### src/rtl/vga_pkg.sv
// Shared VGA definitions: default 640x480 timing, sync polarity constants,
// colour bus width macro and a constant-width helper.
`ifndef VGA_PKG_SV
`define VGA_PKG_SV

`define VGA_RGB_W(cw) (3*(cw))

package vga_pkg;

  localparam int H_ACTIVE_DEF = 640;
  localparam int H_FP_DEF     = 16;
  localparam int H_SYNC_DEF   = 96;
  localparam int H_BP_DEF     = 48;
  localparam int V_ACTIVE_DEF = 480;
  localparam int V_FP_DEF     = 10;
  localparam int V_SYNC_DEF   = 2;
  localparam int V_BP_DEF     = 33;
  localparam int COLOR_W_DEF  = 4;

  localparam int SYNC_ACTIVE_LOW  = 0;
  localparam int SYNC_ACTIVE_HIGH = 1;

  // Bits needed to count 0..value-1, never less than one.
  function automatic int clog2(input int value);
    int w;
    w = 1;
    while ((1 << w) < value) w++;
    return w;
  endfunction

endpackage

`endif

### src/rtl/vga_delay_line.sv
// Fixed-depth shift register with synchronous active-low clear; DEPTH=0 is a wire.
module vga_delay_line #(
  parameter int WIDTH = 3,
  parameter int DEPTH = 1
) (
  input  logic             i_clk,
  input  logic             i_clr_n,
  input  logic [WIDTH-1:0] i_d,
  output logic [WIDTH-1:0] o_q
);

  if (DEPTH == 0) begin : g_pass
    logic w_unused;
    assign w_unused = i_clk ^ i_clr_n;
    assign o_q = i_d;
  end else begin : g_shift
    logic [WIDTH-1:0] r_stage [DEPTH];

    always_ff @(posedge i_clk) begin
      if (!i_clr_n) begin
        for (int i = 0; i < DEPTH; i++) r_stage[i] <= '0;
      end else begin
        r_stage[0] <= i_d;
        for (int i = 1; i < DEPTH; i++) r_stage[i] <= r_stage[i-1];
      end
    end

    assign o_q = r_stage[DEPTH-1];
  end

endmodule

### src/rtl/vga_timing_engine.sv
// Parametrised VGA timing: pixel-tick divider, H/V counters, syncs and blanking
// delayed to line up with the pixel generator's pipeline latency.
module vga_timing_engine
  import vga_pkg::*;
#(
  parameter int CLK_DIV  = 4,
  parameter int H_ACTIVE = H_ACTIVE_DEF,
  parameter int H_FP     = H_FP_DEF,
  parameter int H_SYNC   = H_SYNC_DEF,
  parameter int H_BP     = H_BP_DEF,
  parameter int V_ACTIVE = V_ACTIVE_DEF,
  parameter int V_FP     = V_FP_DEF,
  parameter int V_SYNC   = V_SYNC_DEF,
  parameter int V_BP     = V_BP_DEF,
  parameter int SYNC_POL = SYNC_ACTIVE_LOW,
  parameter int COLOR_W  = COLOR_W_DEF,
  parameter int PIPE_LAT = 1,
  localparam int XW = clog2(H_ACTIVE + H_FP + H_SYNC + H_BP),
  localparam int YW = clog2(V_ACTIVE + V_FP + V_SYNC + V_BP)
) (
  input  logic                           clk,
  input  logic                           reset,
  input  logic                           enable,
  input  logic [`VGA_RGB_W(COLOR_W)-1:0] rgb_in,
  output logic [XW-1:0]                  pixel_x,
  output logic [YW-1:0]                  pixel_y,
  output logic                           video_on,
  output logic                           pixel_tick,
  output logic                           line_start,
  output logic                           frame_start,
  output logic                           h_scan,
  output logic                           v_scan,
  output logic [`VGA_RGB_W(COLOR_W)-1:0] rgb
);

  localparam int   H_TOTAL  = H_ACTIVE + H_FP + H_SYNC + H_BP;
  localparam int   V_TOTAL  = V_ACTIVE + V_FP + V_SYNC + V_BP;
  localparam int   DW       = clog2(CLK_DIV);
  localparam int   RGB_W    = `VGA_RGB_W(COLOR_W);
  localparam logic L_ASSERT = (SYNC_POL == SYNC_ACTIVE_HIGH);

  if (CLK_DIV < 1 || H_ACTIVE < 1 || H_FP < 1 || H_SYNC < 1 || H_BP < 1 ||
      V_ACTIVE < 1 || V_FP < 1 || V_SYNC < 1 || V_BP < 1 ||
      COLOR_W < 1 || PIPE_LAT < 0 || PIPE_LAT > 8) begin : g_param_check
    $fatal(1, "vga_timing_engine: illegal timing parameters");
  end

  logic [DW-1:0]    r_div_cnt;
  logic [XW-1:0]    r_pixel_x_p0;
  logic [YW-1:0]    r_pixel_y_p0;
  logic             r_video_on_p0;
  logic             r_hsync_act_p0;
  logic             r_vsync_act_p0;
  logic             r_line_start_p0;
  logic             r_frame_start_p0;
  logic             r_h_scan;
  logic             r_v_scan;
  logic [RGB_W-1:0] r_rgb;

  logic             w_div_last;
  logic             w_tick;
  logic             w_h_wrap;
  logic             w_v_wrap;
  logic [XW-1:0]    w_h_next;
  logic [YW-1:0]    w_v_next;
  logic [2:0]       w_dly_in;
  logic [2:0]       w_dly_out;

  assign w_div_last = (r_div_cnt == DW'(CLK_DIV - 1));
  assign w_tick     = reset && enable && w_div_last;
  assign w_h_wrap   = (r_pixel_x_p0 == XW'(H_TOTAL - 1));
  assign w_v_wrap   = (r_pixel_y_p0 == YW'(V_TOTAL - 1));

  always_comb begin
    w_h_next = r_pixel_x_p0;
    w_v_next = r_pixel_y_p0;
    if (w_tick) begin
      w_h_next = w_h_wrap ? '0 : r_pixel_x_p0 + 1'b1;
      if (w_h_wrap) w_v_next = w_v_wrap ? '0 : r_pixel_y_p0 + 1'b1;
    end
  end

  // Stage p0: counters and every per-position flag load from the next-state
  // count, so coordinates, video_on and raw syncs all move on the same edge.
  always_ff @(posedge clk) begin
    if (!reset) begin
      r_div_cnt        <= '0;
      r_pixel_x_p0     <= '0;
      r_pixel_y_p0     <= '0;
      r_video_on_p0    <= 1'b0;
      r_hsync_act_p0   <= 1'b0;
      r_vsync_act_p0   <= 1'b0;
      r_line_start_p0  <= 1'b0;
      r_frame_start_p0 <= 1'b0;
    end else begin
      if (enable) r_div_cnt <= w_div_last ? '0 : r_div_cnt + 1'b1;
      r_pixel_x_p0     <= w_h_next;
      r_pixel_y_p0     <= w_v_next;
      r_video_on_p0    <= (w_h_next < XW'(H_ACTIVE)) && (w_v_next < YW'(V_ACTIVE));
      r_hsync_act_p0   <= (w_h_next >= XW'(H_ACTIVE + H_FP)) &&
                          (w_h_next <  XW'(H_ACTIVE + H_FP + H_SYNC));
      r_vsync_act_p0   <= (w_v_next >= YW'(V_ACTIVE + V_FP)) &&
                          (w_v_next <  YW'(V_ACTIVE + V_FP + V_SYNC));
      r_line_start_p0  <= w_tick && w_h_wrap;
      r_frame_start_p0 <= w_tick && w_h_wrap && w_v_wrap;
    end
  end

  // Frozen timing feeds blank into the delay line so rgb drains to black.
  assign w_dly_in = {r_hsync_act_p0, r_vsync_act_p0, r_video_on_p0 & enable};

  vga_delay_line #(
    .WIDTH(3),
    .DEPTH(PIPE_LAT)
  ) u_sync_dly (
    .i_clk  (clk),
    .i_clr_n(reset),
    .i_d    (w_dly_in),
    .o_q    (w_dly_out)
  );

  // Output stage: polarity applied here; syncs hold their level while frozen.
  always_ff @(posedge clk) begin
    if (!reset) begin
      r_h_scan <= ~L_ASSERT;
      r_v_scan <= ~L_ASSERT;
      r_rgb    <= '0;
    end else begin
      if (enable) begin
        r_h_scan <= w_dly_out[2] ? L_ASSERT : ~L_ASSERT;
        r_v_scan <= w_dly_out[1] ? L_ASSERT : ~L_ASSERT;
      end
      r_rgb <= w_dly_out[0] ? rgb_in : '0;
    end
  end

  assign pixel_x     = r_pixel_x_p0;
  assign pixel_y     = r_pixel_y_p0;
  assign video_on    = r_video_on_p0;
  assign pixel_tick  = w_tick;
  assign line_start  = r_line_start_p0 & enable;
  assign frame_start = r_frame_start_p0 & enable;
  assign h_scan      = r_h_scan;
  assign v_scan      = r_v_scan;
  assign rgb         = r_rgb;

endmodule
### config.mk
export PLATFORM = sky130hd
export DESIGN_NAME = vga_timing_engine
export DESIGN_NICKNAME = d
export VERILOG_FILES = /design/src/rtl/vga_pkg.sv /design/src/rtl/vga_delay_line.sv /design/src/rtl/vga_timing_engine.sv
export SDC_FILE = /design/constraint.sdc
export NUM_CORES = 1
export LEC_CHECK = 0
export CORE_UTILIZATION = 45
export DETAILED_ROUTE_END_ITERATION = 10
export DONT_BUFFER_PORTS = 1
export PLACE_DENSITY = 0.65
export SKIP_LAST_GASP = 1
export SYNTH_ARGS = -nofsm -noshare
export SYNTH_HDL_FRONTEND = slang
export SYNTH_HIERARCHICAL = 1
export SYNTH_SLANG_ARGS = --single-unit
### constraint.sdc
create_clock -name clk -period 3 [get_ports clk]
set_clock_uncertainty 0.05 [all_clocks]
set_input_delay 0.15 -clock clk [delete_from_list [all_inputs] [get_ports clk]]
set_output_delay 0.15 -clock clk [all_outputs]
set_load 0.02 [all_outputs]
# After elaboration in Yosys (flattened, before gate mapping)
# Memories as Yosys holds them, arrays and structs flattened.
# Cells that the tools add are included.
dict set report classes {
  n_addsub 3
  n_lt_le_gt_ge 6
  eq_ne 3
  mux 12
  bitwise 3
  n_reduce_logical 9
}
# cell count
set ops {}
lappend ops {{10-bit two-way mux} 5}
lappend ops {{10-bit by 1-bit adder with 10-bit output (second input constant)} 2}
lappend ops {{10-bit == test (second input constant)} 2}
lappend ops {{10-bit < comparator (second input constant)} 2}
lappend ops {{10-bit by 9-bit < comparator with 1-bit output (second input constant)} 2}
lappend ops {{10-bit greater-or-equal comparator (second input constant)} 1}
lappend ops {{10-bit by 9-bit greater-or-equal comparator with 1-bit output (second input constant)} 1}
lappend ops {{1-bit logical AND} 7}
lappend ops {{1-bit two-way mux} 5}
lappend ops {{1-bit AND} 3}
lappend ops {{3-bit two-way mux} 1}
lappend ops {{3-bit OR reduction} 1}
lappend ops {{2-bit by 1-bit adder with 2-bit output (second input constant)} 1}
lappend ops {{2-bit == test (second input constant)} 1}
lappend ops {{2-bit two-way mux} 1}
lappend ops {{2-bit AND reduction} 1}
dict set report totals {
  ff_bits 41
  ram_bits 3
  output_inout_bits 38
  wordCells 48
  mem_count 1
}
# memory depth word_bits read_ports rd_ports_with_merged_regs wr line_no
set mem_list {}
lappend mem_list {u_sync_dly.g_shift.r_stage 1 3 1 0 1 vga_delay_line.sv:17} ;# logic [WIDTH-1:0] r_stage [DEPTH];

# Longest topological paths before layout
# Gate-level depths: netlist (run 1).
dict set report logic_depth {
  ltp_word 6
  ltp_mapped 8
  mapped_depth_nobuf 7
}

# Cells and area by module
# Netlist (run 1), hierarchy kept.
# module n_inst cells_each area_each_um2 seq_area_each_um2
set by_module_without_submodules {}
lappend by_module_without_submodules {vga_timing_engine 1 218 1878.1 820.8}
lappend by_module_without_submodules {vga_delay_line 1 6 78.8 60.1}

# Worst setup path before layout (run 1)
# OpenSTA, ideal clock, no wires.
dict set report synth_timing {
  path_kind {reg-to-reg}
  startpoint {register r_pixel_y_p0[0] (netlist: pixel_y[0])}
  endpoint {register r_video_on_p0 (netlist: video_on)}
  setup_ps 103
  arrival_time_ps 2062
  path_slack_ps 785
  path_stages_with_launch 8
  n_path_buf 0
  synth_period_minus_slack_ps 2215
  path_cell_list {dfxtp_1 inv_1 ha_1 or4b_4 or4_4 nor3_4 a21oi_2 a2111oi_2}
}
dict set report synth_via {
  elab_chain_len 6
  word_cells_on_any_way 7
}
# element line_no
set synth_rtl {}
lappend synth_rtl {{start, declared} vga_timing_engine.sv:50} ;# logic [YW-1:0] r_pixel_y_p0;
lappend synth_rtl {{start signal, assigned} vga_timing_engine.sv:98} ;# r_pixel_y_p0 <= w_v_next;
lappend synth_rtl {{10-bit by 1-bit adder with 10-bit output / 10-bit == test (equally long branches)} {vga_timing_engine.sv:79, vga_timing_engine.sv:72}}
lappend synth_rtl {{10-bit two-way mux (2 in a row)} vga_timing_engine.sv:79} ;# if (w_h_wrap) w_v_next = w_v_wrap ? '0 : r_pixel_y_p0 + 1'b1;
lappend synth_rtl {{10-bit two-way mux *} vga_timing_engine.sv:77} ;# if (w_tick) begin
lappend synth_rtl {{10-bit by 9-bit < comparator with 1-bit output *} vga_timing_engine.sv:99} ;# r_video_on_p0 <= (w_h_next < XW'(H_ACTIVE)) && (w_v_next < YW'(V_ACTIVE));
lappend synth_rtl {{1-bit logical AND *} vga_timing_engine.sv:99}
lappend synth_rtl {{end signal, assigned} vga_timing_engine.sv:99}
lappend synth_rtl {{end, declared} vga_timing_engine.sv:51} ;# logic r_video_on_p0;
# Mark *: on every way between the ends. The rest lies on a longest branch, timed or not.
# A chain may end at the register's enable or synchronous reset.

# Worst setup path after layout (run 1)
dict set report layout_timing {
  startpoint {register r_pixel_x_p0[8] (netlist: pixel_x[8])}
  endpoint {register r_vsync_act_p0}
}
dict set report layout_via {
  elab_chain_len 5
  word_cells_on_any_way 6
}
# element line_no
set layout_rtl {}
lappend layout_rtl {{start, declared} vga_timing_engine.sv:49} ;# logic [XW-1:0] r_pixel_x_p0;
lappend layout_rtl {{start signal, assigned} vga_timing_engine.sv:97} ;# r_pixel_x_p0 <= w_h_next;
lappend layout_rtl {{10-bit == test *} vga_timing_engine.sv:71} ;# assign w_h_wrap = (r_pixel_x_p0 == XW'(H_TOTAL - 1));
lappend layout_rtl {{10-bit two-way mux *} vga_timing_engine.sv:79}
lappend layout_rtl {{10-bit two-way mux *} vga_timing_engine.sv:77}
lappend layout_rtl {{10-bit by 9-bit greater-or-equal comparator with 1-bit output / 10-bit by 9-bit < comparator with 1-bit output (equally long branches)} {vga_timing_engine.sv:102, vga_timing_engine.sv:103}}
lappend layout_rtl {{1-bit logical AND *} vga_timing_engine.sv:102} ;# r_vsync_act_p0 <= (w_v_next >= YW'(V_ACTIVE + V_FP)) &&
lappend layout_rtl {{end signal, assigned} vga_timing_engine.sv:102}
lappend layout_rtl {{end, declared} vga_timing_engine.sv:53} ;# logic r_vsync_act_p0;
# Marks and branches as above.

==> impl_metrics.env, run 1 <==
export IMPL_die_x_um=67.9
export IMPL_firstDrtPassIters=4
export IMPL_grt_use_total=0.203
export IMPL_setup_viol=0
export IMPL_ys_ff_latch=44
export IMPL_grt_pass1_wl_mm=6.91
export IMPL_cts_root_buf="clkbuf_8"
export IMPL_cp_num_buf_inv=0
export IMPL_fmax_mhz=425
export IMPL_ys_flop_type="dfxtp_1"
export IMPL_crit_family="simple AND/OR/NAND/NOR gates"
export IMPL_yosys_area_top_type_share=0.450
export IMPL_cts_buffers_inserted=5
export IMPL_tns_ns=0
export IMPL_cts_setup_buffers=0
export IMPL_ys_types=46
export IMPL_coreArea_sq_um=4090
export IMPL_numClockSinks=44
export IMPL_io_pins=53
export IMPL_critPathMaxFanout=5
export IMPL_synthTopCellsByArea="dfxtp_1 (45%), nor2_1 (5.4%), nand2_1 (4.0%), and3_1 (3.8%), and2_1 (3.2%)"
export IMPL_worstRegToRegCells=5
export IMPL_pwr_density_cell_nw_per_um2=483
export IMPL_timing_rr_start="pixel_x[8]"
export IMPL_critPathCaptureType="flop"
export IMPL_crit_start="pixel_x[8]"
export IMPL_syn_to_final_growth_pct=16.4
export IMPL_grt_setup_unrepaired="false"
export IMPL_clk_pin_slew_ns=0.09
export IMPL_p_seq_frac=0.545
export IMPL_synth_fa_ha_area_frac=0.0256
export IMPL_cts_hold_fix_buffers=15
export IMPL_ctsHtreeMaxLevel=2
export IMPL_drive_above_1_share=0.0868
export IMPL_vias_per_cell=5.65
export IMPL_path_class="flop to flop"
export IMPL_final_nets=260
export IMPL_final_max_slew_viol_count=0
export IMPL_ys_seq_area_frac=0.450
export IMPL_fp_row_count=23
export IMPL_yosys_area_top_type="dfxtp_1"
export IMPL_yosysWarnings=6
export IMPL_syn_area_per_cell_sq_um=8.74
export IMPL_syn_cell_area_sq_um=1960
export IMPL_ir_worst_vdd_mv=0.219
export IMPL_grt_max_degree=18
export IMPL_place_ws_ns=0.665
export IMPL_vias=1649
export IMPL_p_sw_uw=240
export IMPL_p_sw_frac=0.218
export IMPL_crit_required_ns=3.15
export IMPL_dieArea_sq_um=4620
export IMPL_critPathMaxStageDelay_ns=0.55
export IMPL_cts_resized_gates=0
export IMPL_min_path_cells=3
export IMPL_p_clk_frac=0.424
export IMPL_syn_nets=243
export IMPL_gr_total_overflow=0
export IMPL_wl_per_cell_um=15.1
export IMPL_start_util=0.479
export IMPL_layout_setup_ws_ns=0.646
export IMPL_cp_slowest_cell="or3_2"
export IMPL_clkLatencyLatePin_ns=0.30
export IMPL_n_antenna_cell=0
export IMPL_ant_nets=0
export IMPL_cts_buffer_depth=2
export IMPL_path_depth=5
export IMPL_cap_viol_max_count=0
export IMPL_p_int_uw=860
export IMPL_drc=0
export IMPL_synthSimpleGateAreaFrac=0.315
export IMPL_p_comb_frac=0.031
export IMPL_p_leak_nw=0.891
export IMPL_antenna_found_initial=0
export IMPL_synth_compound_area_frac=0.122
export IMPL_crit_path_cell_trace="nor3b_1 > nand4_1 > or3_2 > and2_1 > o2111a_1"
export IMPL_hp_start="enable"
export IMPL_first_global_vias=1494
export IMPL_cts_tree="yes"
export IMPL_total_power_mw=1.10
export IMPL_fin_util=0.557
export IMPL_hold_path_class="input pin to flop"
export IMPL_place_gp_congestion=0.840
export IMPL_fin_crit_sh=0.785
export IMPL_synth_cells=224
export IMPL_muxShareOfSynthArea=0.0153
export IMPL_synthArstFlopShare=0
export IMPL_dp_hpwl_mm=2.95
export IMPL_hold_viol=0
export IMPL_crit_arrival_ns=2.50
export IMPL_port_buffers=0
export IMPL_synth_xor_area_frac=0.0403
export IMPL_drt_total_wl_mm=4.42
export IMPL_synth_edf_count=0
export IMPL_status="complete, no violations"
export IMPL_startpoint_type="flop"
export IMPL_maxSlewHeadroom=0.659
export IMPL_worst_pin_slew_ns=0.507
export IMPL_drtIter0Drc=142
export IMPL_synth_top_family_by_area="simple AND/OR/NAND/NOR gates"
export IMPL_fp_dieH_um=67.9
export IMPL_fin_crit_ns=2.35
==> metrics by stage <==
stage | hold slack [ns] | cells | instance area, sq um
2_1_floorplan | 0.222 | 224 | 1960
3_3_place_gp | 0.164 | 269 | 2010
3_5_place_dp | 0.169 | 269 | 2010
4_1_cts | 0.0157 | 292 | 2280
5_1_grt | 0.00971 | 292 | 2280
6_report | 0.0164 | 292 | 2280
==> cell type report <==
type,count,area [sq um]
Tap cell,50,62.6
Timing Repair Buffer,18,173
Multi-Input combinational cell,164,1010
Inverter,8,30.0
Fill cell,367,1810
Clock buffer,5,68.8
Clock inverter,3,47.5
Sequential cell,44,881
==> cells in the final DEF (no fill, tap or decap), types with 5 or more instances in the layout <==
cell type | synthesis | routed
nand4_1 | 5 | 5
nor2_1 | 28 | 28
a21oi_1 | 7 | 7
nand2_1 | 21 | 21
and3_1 | 12 | 12
dfxtp_1 | 44 | 44
and2_1 | 10 | 10
nand3_1 | 7 | 7
dlygate4sd3_1 | 0 | 15
o21ai_0 | 12 | 12
inv_1 | 8 | 8
clkbuf_8 | 0 | 5
nor4_1 | 8 | 8
xnor2_1 | 5 | 5
==> cells in the mapped netlist (3+ instances only) <==
library cell	n
mux2i_1	3
and4_1	4
o22ai_1	3
a21oi_1	7
and3_1	12
xnor2_1	5
nor2_1	28
nand4_1	5
nor4_1	8
dfxtp_1	44
xor2_1	4
nor3_1	3
ha_1	4
o21ai_0	12
o31a_1	3
and2_1	10
clkbuf_1	7
nand3_1	7
nand2_1	21
inv_1	8
==> power by group through the flow <==
stage,Sequential (mW),Combinational (mW),Clock (mW)
after floorplan,0.611,0.0191,0
after global placement,0.613,0.0165,0
after detailed placement,0.613,0.0170,0
after CTS,0.599,0.0346,0.474
after global routing,0.600,0.0380,0.497
final,0.599,0.0344,0.467
==> metal layers <==
layer | part of all wire | wire (um) | track usage
met1 | 0.45 | 2000 | 0.256
met2 | 0.46 | 2050 | 0.328
met3 | 0.077 | 339 | 0.0617
met4 | 0.0066 | 29 | 0.0625
met5 | 0 | 0 | 0
==> path summary, 6_finish.rpt <==
kind                                                         end  slack [ns]
worst min register to register  u_sync_dly/g_shift.r_stage[0][1]        0.38
worst max register to register                    r_vsync_act_p0        0.65
worst min-delay path                                  pixel_x[1]        0.02
worst max-delay path                              r_vsync_act_p0        0.65
==> tightest hold or removal path, delay by kind of cell <==
kind / cells / cell delay [ns]
AO/OA/AOI/OAI: 1 / 0.05
AND/OR/NAND/NOR: 2 / 0.13
==> flip-flops by register name (all words and copies together), names as in the netlist <==
signal                      cells
h_scan                          1
pixel_x                        10
v_scan                          1
rgb                            12
u_sync_dly/g_shift.r_stage      3
r_div_cnt                       2
video_on                        1
r_hsync_act_p0                  1
pixel_y                        10
r_frame_start_p0                1
r_line_start_p0                 1
r_vsync_act_p0                  1
==> kinds of logic after synthesis <==
kind of cell    after synthesis
simple gates                112
compound gates               36
fa+ha+maj                     4
buf+inv                      16
flops                        44
xor+xnor                      9
mux                           3
No activity file was read; power rests on OpenSTA's default activity.
==> inputs of run 2 (changes only) <==
- clock period: 3 -> 2.3 ns (I/O delays scaled with it)
==> run 2 against run 1 <==
Sequential power grew 30%. Via count grew 5.2%. Final area grew 8.3%. Clock-buffer cell count is the same. Clock power grew 30%. Combinational power grew 41%. First-iteration DRC count shrank 63%. Critical path depth grew 2. Die area is the same. Non-clock buffer count grew 23. Largest cell class unchanged. Largest power group unchanged.
==> impl_metrics.env, run 2 (synthesis results as in run 1) <==
export IMPL_p_leak_nw=1.01
export IMPL_status="complete, no violations"
export IMPL_cts_buffers_inserted=5
export IMPL_maxSlewHeadroom=0.683
export IMPL_drt_total_wl_mm=4.46
export IMPL_vias=1735
export IMPL_n_antenna_cell=0
export IMPL_fin_crit_sh=0.952
export IMPL_worstRegToRegCells=7
export IMPL_reg2reg_to="video_on"
export IMPL_start_util=0.479
export IMPL_fin_util=0.603
export IMPL_whs_ns=0.0568
export IMPL_fin_crit_ns=2.19
export IMPL_drive_above_1_share=0.177
export IMPL_hold_viol=0
export IMPL_clkLatencyLatePin_ns=0.30
export IMPL_fmax_mhz=456
export IMPL_ctsHtreeMaxLevel=2
export IMPL_worst_pin_slew_ns=0.474
export IMPL_coreArea_sq_um=4090
export IMPL_tns_ns=0
export IMPL_vias_per_cell=5.51
export IMPL_grt_pass1_wl_mm=7.07
export IMPL_fillers=360
export IMPL_pwr_density_cell_nw_per_um2=583
export IMPL_hold_path_class="input pin to flop"
export IMPL_final_nets=283
export IMPL_io_pins=53
export IMPL_first_global_vias=1514
export IMPL_antenna_found_initial=0
export IMPL_ir_worst_vdd_mv=0.364
export IMPL_critPathMaxFanout=5
export IMPL_path_depth=7
export IMPL_path_class="flop to flop"
export IMPL_min_path_cells=3
export IMPL_crit_family="simple AND/OR/NAND/NOR gates"
export IMPL_cts_root_buf="clkbuf_8"
export IMPL_clk_pin_slew_ns=0.08
export IMPL_drtIter0Drc=53
export IMPL_grt_max_degree=19
export IMPL_timing_rr_start="pixel_y[0]"
export IMPL_port_buffers=0
export IMPL_setup_viol=0
export IMPL_numClockSinks=44
export IMPL_r2r_slack_ns=0.11
export IMPL_wl_per_cell_um=14.2
export IMPL_firstDrtPassIters=4
export IMPL_die_x_um=67.9
export IMPL_final_max_slew_viol_count=0
export IMPL_largest_reg_flops=12
export IMPL_cts_tree="yes"
export IMPL_grt_use_total=0.207
export IMPL_crit_arrival_ns=2.34
export IMPL_crit_required_ns=2.45
export IMPL_dieArea_sq_um=4620
export IMPL_dp_hpwl_mm=3.13
export IMPL_ant_nets=0
export IMPL_critPathMaxStageDelay_ns=0.54
export IMPL_cts_buffer_depth=2
export IMPL_cp_num_buf_inv=1
export IMPL_cp_slowest_cell="or4_4"
export IMPL_startpoint_type="flop"
export IMPL_hold_end="pixel_y[0]"
export IMPL_grt_setup_unrepaired="true"
export IMPL_crit_path_cell_trace="inv_1 > ha_1 > or4b_4 > or4_4 > nor3_4 > a21oi_2 > a2111oi_2"
export IMPL_syn_to_final_growth_pct=26.0
export IMPL_critPathCaptureType="flop"
export IMPL_final_common_cell="dfxtp_1"
export IMPL_fp_row_count=23
export IMPL_drc=0
export IMPL_layout_common_cells="dfxtp_1 (44), nor2_1 (28), buf_4 (26), nand2_1 (21), dlygate4sd3_1 (15)"
export IMPL_fp_dieH_um=67.9
export IMPL_place_gp_congestion=0.845
export IMPL_hp_start="reset"
export IMPL_cts_setup_buffers=0
export IMPL_cap_viol_max_count=0
export IMPL_gr_total_overflow=0
==> run 2: changes by cell type in the layout (fill, tap and decap cells not counted) <==
cell / previous run / this run
buf_4: 3 / 26
clkinv_4: 2 / 0
clkinvlp_4: 0 / 1
inv_6: 0 / 1
nand3_1: 7 / 6
nand3_2: 0 / 1
nor4_1: 8 / 7
nor4_2: 0 / 1
o22ai_1: 3 / 2
o22ai_2: 0 / 1
==> run 2: area by class of cell <==
cell class / instances / area [sq um] / share of cell area
Sequential cell: 44 / 881 / 0.357
Inverter: 8 / 30.0 / 0.0122
Clock inverter: 3 / 46.3 / 0.0188
Clock buffer: 5 / 68.8 / 0.0279
Timing Repair Buffer: 41 / 345 / 0.140
Multi-Input combinational cell: 164 / 1030 / 0.419
Tap cell: 50 / 62.6 / 0.0254
==> run 2: per-layer routing <==
metal	up-vias	wire length [um]	track usage
li1	876	-	-
met1	785	2130	0.266
met2	67	1900	0.316
met3	7	353	0.0667
met4	0	81	0.0859
met5	-	0	0
==> run 2: power breakdown <==
group / leakage (nW) / switching (mW) / total [mW] / internal [mW]
Combinational: 0.603 / 0.0218 / 0.0485 / 0.0267
Sequential: 0.356 / 0.0108 / 0.781 / 0.770
Clock: 0.0548 / 0.282 / 0.609 / 0.327
==> run 2: what timing repair did <==
item / in CTS / in global routing
endpoints found under the setup margin: 0 / 6
endpoints found under the hold margin: 24 / 0
hold buffers: 15 / 0
gates resized for setup: 0 / 3
==> run 2: worst max path at each step <==
stage            startpoint  slack, ns             end
3_3_place_gp     pixel_y[0]       0.15        video_on
6_report         pixel_y[0]       0.11        video_on
3_5_place_dp   r_div_cnt[0]        0.1      pixel_y[4]
5_1_grt        r_div_cnt[0]      -0.03  r_hsync_act_p0
2_1_floorplan    pixel_y[0]       0.08        video_on
4_1_cts        r_div_cnt[0]       0.05      pixel_y[4]
==> run 2: stage by stage <==
stage               area [sq um]  power (mW)  cells  worst slack (ns)
detailed placement          2180       0.824    292            0.0973
finish                      2470        1.44    315             0.109
global placement            2180       0.823    292             0.154
floorplan                   1960       0.822    224            0.0848
CTS                         2450        1.45    315            0.0545
global route                2470        1.49    315           -0.0255
==> run 2: worst min-delay path: stages <==
cell and delay (ns):
o21ai_1 0.05, buf_4 0.15, nor2_1 0.05
